--- src/rtl/counter_pkg.sv ---
// Shared definitions for the limit counter: counting mode encodings.
package counter_pkg;
  typedef enum logic {
    MODE_WRAP     = 1'b0,
    MODE_SATURATE = 1'b1
  } mode_e;
endpackage

--- src/rtl/limit_next_calc.sv ---
// Combinational next-state for the limit counter: priority cfg_err > load > enable > hold,
// producing the next count and a boundary event on wrap/saturate/out-of-range recovery.
module limit_next_calc
  import counter_pkg::*;
#(
  parameter int WIDTH = 8
) (
  input  logic [WIDTH-1:0] count,
  input  logic             enable,
  input  logic             up_down,
  input  logic             mode,
  input  logic [WIDTH-1:0] step,
  input  logic [WIDTH-1:0] min_limit,
  input  logic [WIDTH-1:0] max_limit,
  input  logic             load,
  input  logic [WIDTH-1:0] load_value,
  input  logic             cfg_err,
  output logic [WIDTH-1:0] next_count,
  output logic             boundary_evt
);

  function automatic logic [WIDTH-1:0] clamp_to_limits(input logic [WIDTH-1:0] v,
                                                       input logic [WIDTH-1:0] lo,
                                                       input logic [WIDTH-1:0] hi);
    logic [WIDTH-1:0] r;
    r = v;
    if (v < lo) r = lo;
    else if (v > hi) r = hi;
    return r;
  endfunction

  logic               [WIDTH:0] sum;
  logic signed        [WIDTH:0] diff;
  logic signed        [WIDTH:0] min_s;
  logic                         sat;

  assign sum   = {1'b0, count} + {1'b0, step};
  assign diff  = $signed({1'b0, count}) - $signed({1'b0, step});
  assign min_s = $signed({1'b0, min_limit});
  assign sat   = (mode_e'(mode) == MODE_SATURATE);

  always_comb begin
    next_count   = count;
    boundary_evt = 1'b0;
    if (cfg_err) begin
      next_count = count;
    end else if (load) begin
      next_count = clamp_to_limits(load_value, min_limit, max_limit);
    end else if (enable) begin
      // Runtime limit changes can strand the count outside the window; recover first.
      if (count < min_limit) begin
        next_count   = min_limit;
        boundary_evt = 1'b1;
      end else if (count > max_limit) begin
        next_count   = max_limit;
        boundary_evt = 1'b1;
      end else if (up_down) begin
        if (sum > {1'b0, max_limit}) begin
          next_count   = sat ? max_limit : min_limit;
          boundary_evt = 1'b1;
        end else begin
          next_count = sum[WIDTH-1:0];
        end
      end else begin
        if (diff < min_s) begin
          next_count   = sat ? min_limit : max_limit;
          boundary_evt = 1'b1;
        end else begin
          next_count = diff[WIDTH-1:0];
        end
      end
    end
  end

endmodule

--- src/rtl/param_limit_counter.sv ---
// Up/down counter bounded by runtime limits with wrap or saturate behaviour.
// Holds only the count/boundary registers and the combinational status decode.
module param_limit_counter
  import counter_pkg::*;
#(
  parameter int               WIDTH      = 8,
  parameter logic [WIDTH-1:0] INIT_VALUE = '0
) (
  input  logic             clk,
  input  logic             reset_n,
  input  logic             enable,
  input  logic             up_down,
  input  logic             mode,
  input  logic [WIDTH-1:0] step,
  input  logic [WIDTH-1:0] min_limit,
  input  logic [WIDTH-1:0] max_limit,
  input  logic             load,
  input  logic [WIDTH-1:0] load_value,
  output logic [WIDTH-1:0] count,
  output logic             at_max,
  output logic             at_min,
  output logic             boundary,
  output logic             cfg_err
);

  logic [WIDTH-1:0] next_count;
  logic             boundary_evt;

  assign cfg_err = (min_limit > max_limit);
  assign at_max  = (count == max_limit);
  assign at_min  = (count == min_limit);

  limit_next_calc #(.WIDTH(WIDTH)) u_next (
    .count       (count),
    .enable      (enable),
    .up_down     (up_down),
    .mode        (mode),
    .step        (step),
    .min_limit   (min_limit),
    .max_limit   (max_limit),
    .load        (load),
    .load_value  (load_value),
    .cfg_err     (cfg_err),
    .next_count  (next_count),
    .boundary_evt(boundary_evt)
  );

  // Stage boundary: single register stage for count and the one-cycle boundary pulse.
  always_ff @(posedge clk or negedge reset_n) begin
    if (!reset_n) begin
      count    <= INIT_VALUE;
      boundary <= 1'b0;
    end else begin
      count    <= next_count;
      boundary <= boundary_evt;
    end
  end

endmodule

--- config.mk ---
export PLATFORM = sky130hd
export DESIGN_NAME = param_limit_counter
export DESIGN_NICKNAME = d
export VERILOG_FILES = /design/src/rtl/counter_pkg.sv /design/src/rtl/limit_next_calc.sv /design/src/rtl/param_limit_counter.sv
export SDC_FILE = /design/constraint.sdc
export NUM_CORES = 1
export LEC_CHECK = 0
export ABC_AREA = 1
export CAP_MARGIN = 20
export CORE_UTILIZATION = 61
export DETAILED_ROUTE_END_ITERATION = 8
export PLACE_DENSITY = 0.88
export SYNTH_ARGS = -nofsm -noshare
export SYNTH_HDL_FRONTEND = slang
export SYNTH_SLANG_ARGS = --single-unit
--- constraint.sdc ---
create_clock -name clk -period 8 [get_ports clk]
set_input_delay 0.8 -clock clk [delete_from_list [all_inputs] [get_ports clk]]
set_output_delay 0.8 -clock clk [all_outputs]
set_load 0.02 [all_outputs]
==> results.toml, run 1 <==
[run_status]
status = "finished, final reports clean"

[worst_setup_path]
cp.required_ps = 8160
cp.arrival_ps = 4300
critPathMaxFanout = 8
worstSetupStartpointType = "primary input"
worstSetupPathType = "in -> reg"
end_kind = "flop"

[sta]
setup_viol = 0
fmax_ghz = 0.242
clock_skew_ps = 6.72
relSlewSlack_pct = 35.4
maxSlewViolCount = 0
finalHoldViolations = 0
setup_tns_ps = 0
min_period_ps = 4130
rsz0062_at_grt = "no"
worst_pin_slew_ps = 965
post-route-period-util_pct = 51.7

[layout]
diodes = 0
n_fill_cell = 444
fin_area_sq_um = 3960
layout.nets = 694
synthToLayoutAreaGrowth_pct = 15.0
drive_gt1_share_pct = 6.52

[grt]
gr-total-overflow = 0
grt_pass1_vias = 3494
antenna_found_initial = 0
grt_first_pass_wirelength_um = 17200
grt_max_degree = 33
track_usage_pct = 36.9

[floorplanning]
die_y_um = 77.1
die-area_sq_um = 5950
die_w_um = 77.1
start_util_pct = 65.4
ios = 50
fp.coreArea_sq_um = 5270
num_rows = 26

[yosys]
synth_edf_count = 0
synth_nets = 654
syn_area_per_cell_sq_um = 6.33
synth.top_cell.area_share_pct = 25.4
yosysTopAreaCell = "ha_1"
netlist_area_sq_um = 3440
synth_flop_cell = "dfrtp_1"
yosys_warnings = 0
synthTopCellsByArea = "ha_1, nand2_1, inv_1, dfrtp_1, o21ai_0"
netlist_instances = 544
seq_area_frac_synth_pct = 6.54
yosysUniqueCellTypes = 44
async_flop_share_pct = 100
synth_seq_cells = 9

[drt]
detailedRoute.firstPassIterationCount = 5
drtAntennaViolNets = 0
vias_per_cell = 5.82
route.vias.total = 3803
wl_per_cell_um = 16.8
route.detailed.drc = 0
wl_um = 11000
dr.first_iter.drc_count = 378

[pwr]
peakVddDrop_mv = 0.188
leakagePower_uw = 0.00211
cellPowerDensity_nw_per_um2 = 265

[cts]
post_cts_buffers = 0
clkTransAtPathRegs_ps = 50
clock_path_buffers = 2
post_cts_resized = 0
cts_tree = "built"
clk_latency_ps = 240
cts-root-buf = "clkbuf_8"
cts_buffers = 3
ctsHtreeMaxLevel = 1
cts.sinks = 9
hold_buffers = 0

[place]
io_buffers = 49
place_congestion = 0.972
placed_cell_area_sq_um = 3920
dpl.hpwl_um = 8610

[min_path]
hp-class = "reg -> reg"

[job]
drv_cap = 0
[critical path: stages]
cell             delay [ps]
clkdlybuf4s50_1         480
inv_1                    50
ha_1                    480
o21bai_1                170
a31oi_4                 210
xor2_1                  230
inv_1                    70
ha_1                    290
nand2_1                  70
nor2_1                  160
nand2_1                  70
nand3_1                  60
nand2_1                  50
nand2_1                  50
nand2_1                  40
nand2_1                  50
nand2_1                 110
nand2_2                 180
nand3_1                 110
nand2_1                 130
nor2_4                   30
nand2_1                  50
nand2_1                  60
nand2_1                  80
nand2_1                  80
a21oi_2                 130
[stage by stage]
step | power, uW | setup WS [ps] | util [%] | std cells | hold slack [ps]
finish | 1050 | 3870 | 75.2 | 653 | 699
global route | 1150 | 3620 | 75.2 | 653 | 717
CTS | 1030 | 3930 | 75.2 | 653 | 690
detailed placement | 971 | 3710 | 74.3 | 649 | 679
global placement | 945 | 3810 | 74.3 | 649 | 656
floorplan | 756 | 4610 | - | 544 | 504
[metal layers]
layer / up-vias / wire [um] / GRT usage, %
met3: 27 / 1080 / 4.29
met5: - / 0 / 0
met4: 0 / 308 / 12.6
met2: 217 / 4900 / 60.4
met1: 1695 / 4680 / 49.6
li1: 1864 / - / -
[flip-flops by register name (all words and copies together) (netlist names)]
signal	count
count	8
boundary	1
[report_power, final]
| part | total (uW) | internal (uW) | switching (uW) |
|---|---|---|---|
| registers | 97.8 | 60.1 | 37.7 |
| logic | 900 | 331 | 569 |
| clock network | 52.8 | 34.7 | 18.1 |
[cells by family after synthesis]
| group | Yosys count | share of synthesized area [%] |
|---|---|---|
| AND/OR/NAND/NOR | 253 | 32.2 |
| AO/OA/AOI/OAI | 105 | 20.2 |
| buffers and inverters | 95 | 11.9 |
| adder cells (fa/ha/maj) | 72 | 26.6 |
| XOR/XNOR | 10 | 2.54 |
| flip-flops | 9 | 6.54 |
[layout by cell type (no fill, tap or decap), drive strengths merged, types with 2 or more instances in the layout]
| master | n |
|---|---|
| o31ai | 2 |
| o211ai | 4 |
| o21ai | 37 |
| nand3b | 3 |
| nor3 | 2 |
| clkbuf | 4 |
| a31oi | 3 |
| fa | 2 |
| nand4 | 7 |
| xor2 | 9 |
| dfrtp | 9 |
| a21oi | 37 |
| nand3 | 36 |
| ha | 70 |
| clkdlybuf4s50 | 49 |
| nand2 | 160 |
| a31o | 2 |
| o21a | 11 |
| o21bai | 4 |
| inv | 80 |
| nor2 | 43 |
[cell usage after synthesis, types with 3 or more instances]
cell and number:
nand3b_1 3, o211ai_1 3, nand3_1 34, o21a_1 11, nand2_2 5, nand2_1 153, dfrtp_1 9, nor2_1 38
o21ai_0 36, buf_2 3, inv_1 75, a21oi_2 9, nand4_1 7, o21bai_1 4, nor2_4 4, clkbuf_1 4
xor2_1 9, ha_1 70, a21oi_1 27, buf_6 5, inv_2 5
[path summary, 6_finish.rpt]
path	from	end	slack (ps)	depth (start not counted)
setup reg to reg	count[3]	count[1]	4400	24
hold / removal	count[0]	count[0]	700	2
setup / recovery	step[3]	count[1]	3870	26
min in group asynchronous	reset_n	boundary	880	1
max in group asynchronous	reset_n	count[0]	6800	1
hold reg to reg	count[0]	count[0]	700	2
[final cells by class]
type	instances	area (sq um)	area share, %
Tap cell	70	87.6	2.21
Inverter	81	304	7.67
Multi-Input combinational cell	440	2810	70.9
Sequential cell	9	225	5.68
Clock buffer	4	45.0	1.14
Timing Repair Buffer	49	490	12.4
No activity file was read; power rests on OpenSTA's default activity.
==> run 2, diff against run 1 <==
- CORE_UTILIZATION: 61 -> 57
- PLACE_DENSITY: 0.88 -> 0.83
- clock period: 8 -> 4.3 ns (I/O delays scaled with it)
==> run 2 against run 1 <==
Against the previous run:
- die area up 6.8%
- sequential power grew 84%
- worst hold slack worse by 200 ps
- final area is 0.25% higher
- total power grew 86%
- register-to-register slack got worse by 3700 ps
- sequential share of layout area about the same
- final cell count increased by 0.46%
- combinational power is 87% higher
- worst setup slack worse by 3300 ps
- global-route usage down 0.26 points
- flip-flop and latch count did not move
- highest routed layer unchanged
==> results.toml, run 2 (same netlist as run 1, synthesis figures left out) <==
[run_status]
status = "finished, final reports clean"

[worst_setup_path]
crit_top_cell = "nand2_1"
worstSetupStartpointType = "primary input"
crit_buf_inv = 4
cp_top_family = "simple AND/OR/NAND/NOR gates"
critPathMaxFanout = 8
end_kind = "flop"
slowest_stage = "clkdlybuf4s50_1"
worstSetupPathType = "in -> reg"
cpPeakStageDelay_ps = 490
cp.arrival_ps = 3900
cp.required_ps = 4460

[drt]
vias_per_cell = 5.81
dr.first_iter.drc_count = 407
route.detailed.drc = 0
route.vias.total = 3813
wl_per_cell_um = 17.1
wl_um = 11200
detailedRoute.firstPassIterationCount = 5
drtAntennaViolNets = 0

[grt]
antenna_found_initial = 0
gr-total-overflow = 0
grt_pass1_vias = 3513
grt_max_degree = 33
grt_first_pass_wirelength_um = 17500
track_usage_pct = 36.6

[floorplanning]
die-area_sq_um = 6360
ios = 50
num_rows = 27
start_util_pct = 60.7
die_y_um = 79.7
die_w_um = 79.7
fp.coreArea_sq_um = 5680

[layout]
final_common_cell = "nand2_1"
layout.nets = 695
synthToLayoutAreaGrowth_pct = 15.3
largestRegisters = "count: 8 flops, boundary: 1 flops"
diodes = 0
final_cell_mix = "nand2_1, inv_1, ha_1"
drive_gt1_share_pct = 6.68
regMostFlops = "count"
largest_reg_flops = 8

[pwr]
leakagePower_uw = 0.00212
cellPowerDensity_nw_per_um2 = 493
peakVddDrop_mv = 0.352

[place]
io_buffers = 49
place_congestion = 0.929
dpl.hpwl_um = 8850

[job]
drv_cap = 0

[sta]
post-route-period-util_pct = 86.9
fmax_ghz = 0.268
setup_tns_ps = 0
worst_pin_slew_ps = 915
clock_skew_ps = 2.23
relSlewSlack_pct = 38.8
setup_viol = 0
rsz0062_at_grt = "no"
min_period_ps = 3740
timing.hold.ws_ps = 498
maxSlewViolCount = 0
finalHoldViolations = 0

[cts]
post_cts_resized = 0
cts_tree = "built"
cts.sinks = 9
ctsHtreeMaxLevel = 1
cts-root-buf = "clkbuf_8"
clk_latency_ps = 230
clock_path_buffers = 2
hold_buffers = 0
clkTransAtPathRegs_ps = 40
cts_buffers = 3
post_cts_buffers = 0

[min_path]
hp-class = "in -> async"
## run 2: changes by cell type in the layout (fill, tap and decap cells not counted), sizes merged
cell,previous run,this run
buf,0,1
## run 2: routing by layer
metal / global-route usage, % / vias up / part of all wire [%]
li1: - / 1872 / -
met1: 49.9 / 1707 / 44
met2: 57.9 / 191 / 44
met3: 3.66 / 43 / 8.1
met4: 16.4 / 0 / 3.8
met5: 0 / - / 0
## run 2: path summary, 6_finish.rpt
| path | from | to | slack (ps) | depth (start not counted) |
|---|---|---|---|---|
| max in group asynchronous | reset_n | count[3] | 3510 | 1 |
| min in group clk | count[3] | count[3] | 700 | 2 |
| worst max-delay path | step[2] | count[1] | 560 | 28 |
| worst max register to register | count[2] | count[1] | 750 | 26 |
| worst min-delay path | reset_n | count[1] | 500 | 1 |
| worst min register to register | count[3] | count[3] | 700 | 2 |
## run 2: per-stage QoR
stage / cells / setup slack, ps / utilization [%] / total power [uW] / area (sq um)
after global placement: 652 / 481 / 69.2 / 1770 / 3930
after detailed placement: 652 / 380 / 69.2 / 1810 / 3930
after global routing: 656 / 272 / 70.0 / 2160 / 3970
after CTS: 656 / 610 / 70.0 / 1920 / 3970
after floorplan: 544 / 1220 / - / 1410 / 3440
final: 656 / 564 / 70.0 / 1960 / 3970
## run 2: final cells by class
cell class,count,area [sq um]
multi-input combinational,440,2810
fill,494,1700
timing repair buffer,50,498
inverter,81,304
sequential,9,225
tap,72,90.1
clock buffer,4,45.0
## run 2: report_power, final
part / switching [uW] / internal [uW]
combinational: 1060 / 618
sequential: 68.1 / 112
clock: 33.3 / 64.6
total: 1160 / 794
==> run 3, diff against run 2 <==
- CTS_CLUSTER_DIAMETER: default -> 150
- clock period: 4.3 -> 3.5 ns (I/O delays scaled with it)
==> run 3 against run 2 <==
Against the previous run:
- the flow now finishes with violations (setup timing)
- clock power up 29%
- critical path depth down 5
- via count up 7.4%
- global-route usage up 0.79 points
- non-clock buffer count up 45
- largest cell class unchanged
- largest power group unchanged
==> results.toml, run 3 (same netlist as run 1, synthesis figures left out) <==
[cts]
clk_latency_ps = 240
cts.sinks = 9
clock_path_buffers = 2
clkTransAtPathRegs_ps = 50
cts_buffers = 3
cts_tree = "built"
ctsHtreeMaxLevel = 1
hold_buffers = 0
cts-root-buf = "clkbuf_8"

[worst_setup_path]
end_kind = "flop"
worstSetupPathType = "reg -> reg"
worstSetupStartpointType = "flop"
cp.required_ps = 3670
critPathMaxFanout = 4
cp.arrival_ps = 3690

[layout]
layout.cells.non_filler = 701
layout.nets = 740
drive_gt1_share_pct = 19.7
largest_reg_flops = 8
final_common_cell = "nand2_1"
final_cell_mix = "nand2_1, inv_1, ha_1"
regMostFlops = "count"
fin_area_sq_um = 4530
largestRegisters = "count: 8 flops, boundary: 1 flops"
diodes = 0
synthToLayoutAreaGrowth_pct = 31.5

[pwr]
seqPwrFrac_pct = 7.0
power_uw = 3050
peakVddDrop_mv = 0.555
leakagePower_uw = 0.00237
clockPowerShare_pct = 4.1
p_comb_share_pct = 88.9
p_int_uw = 1380
p_sw_uw = 1670
switching_share_pct = 54.8
cellPowerDensity_nw_per_um2 = 674

[grt]
grt_first_pass_wirelength_um = 18000
antenna_found_initial = 0
grt_util_met1_pct = 49.3
track_usage_pct = 37.4
use_met3_pct = 4.80
gr-total-overflow = 0
busiest_layer = "met2"
grt_max_degree = 33
grt_pass1_vias = 3791
use_met2_pct = 61.8

[sta]
setup_slack_ps = -27.9
relSlewSlack_pct = 29.0
finalHoldViolations = 0
clock_skew_ps = 4.06
timing.hold.ws_ps = 421
post-route-period-util_pct = 101
min_period_ps = 3530
worst_pin_slew_ps = 1060
setup_viol = 4
maxSlewViolCount = 0
fmax_ghz = 0.283

[drt]
vias_per_cell = 5.84
dr.first_iter.drc_count = 382
detailedRoute.firstPassIterationCount = 5
route.vias.total = 4094
route.detailed.drc = 0
wl_um = 12200
wl_per_cell_um = 17.4
drtAntennaViolNets = 0

[floorplanning]
die-area_sq_um = 6360
die_w_um = 79.7
start_util_pct = 60.7
fp.coreArea_sq_um = 5680
num_rows = 27
ios = 50
die_y_um = 79.7

[place]
place_ws_ps = -241
dp.cells = 690
place_congestion = 1.00
placed_cell_area_sq_um = 4210
dpl.hpwl_um = 9240
io_buffers = 49

[run_status]
status = "finished, violations left"
violations = "setup timing"

[job]
drv_cap = 0

[min_path]
hp-class = "in -> async"
-- run 3: worst max-delay path: stages, from the launching register on --
cell and delay, ps:
dfrtp_1 440, ha_2 220, fa_2 420, a31oi_4 210, xor2_1 240, inv_1 130, ha_4 290, nand2_1 80
nor2_2 120, nand2_1 80, nand3_1 80, nand2_1 50, nand2_1 60, nand2_1 60, nand2_1 100, nand2_2 120
buf_6 140, nand3_1 80, nand3_1 90, nand3_1 110, nand2_1 60, nand2_1 100, nand2_2 80, a21oi_2 110
-- run 3: path summary, 6_finish.rpt --
check / from / end / slack [ps] / cells after the start
min: reset_n / count[2] / 420 / 1
max reg2reg: count[0] / count[5] / -30 / 23
max in group asynchronous: reset_n / count[1] / 2770 / 1
min in group clk: count[0] / count[0] / 680 / 2
max: count[0] / count[5] / -30 / 23
min reg2reg: count[0] / count[0] / 680 / 2
-- run 3: per-layer routing --
layer	vias up	part of all wire, %
met1	1865	41
met3	38	9.4
met4	0	3.6
met2	231	46
li1	1960	-
met5	-	0
-- run 3: timing repair --
item | in CTS | in global routing
resized for setup | 0 | 50
setup endpoints to repair | 0 | 9
setup buffers | 0 | 7
-- run 3: power groups by stage --
| stage | registers [uW] | logic (uW) | clock network [uW] |
|---|---|---|---|
| after floorplan | 229 | 1500 | 0 |
| after global placement | 203 | 2240 | 0 |
| after detailed placement | 204 | 2310 | 0 |
| after CTS | 203 | 2320 | 124 |
| after global routing | 216 | 2950 | 131 |
| final | 213 | 2710 | 126 |
-- run 3: area by class of cell --
type                            count  area, sq um
Inverter                           81          304
Clock buffer                        4         45.0
Timing Repair Buffer               95          847
Multi-Input combinational cell    440         3020
Sequential cell                     9          225
Fill cell                         403         1140
Tap cell                           72         90.1
-- run 3: through the flow --
step	TNS, ps	util, %
after floorplan	0	-
after CTS	0	75.0
after global routing	-1110	79.8
after detailed placement	-1720	74.2
final	-61.1	79.8
after global placement	-1200	74.2
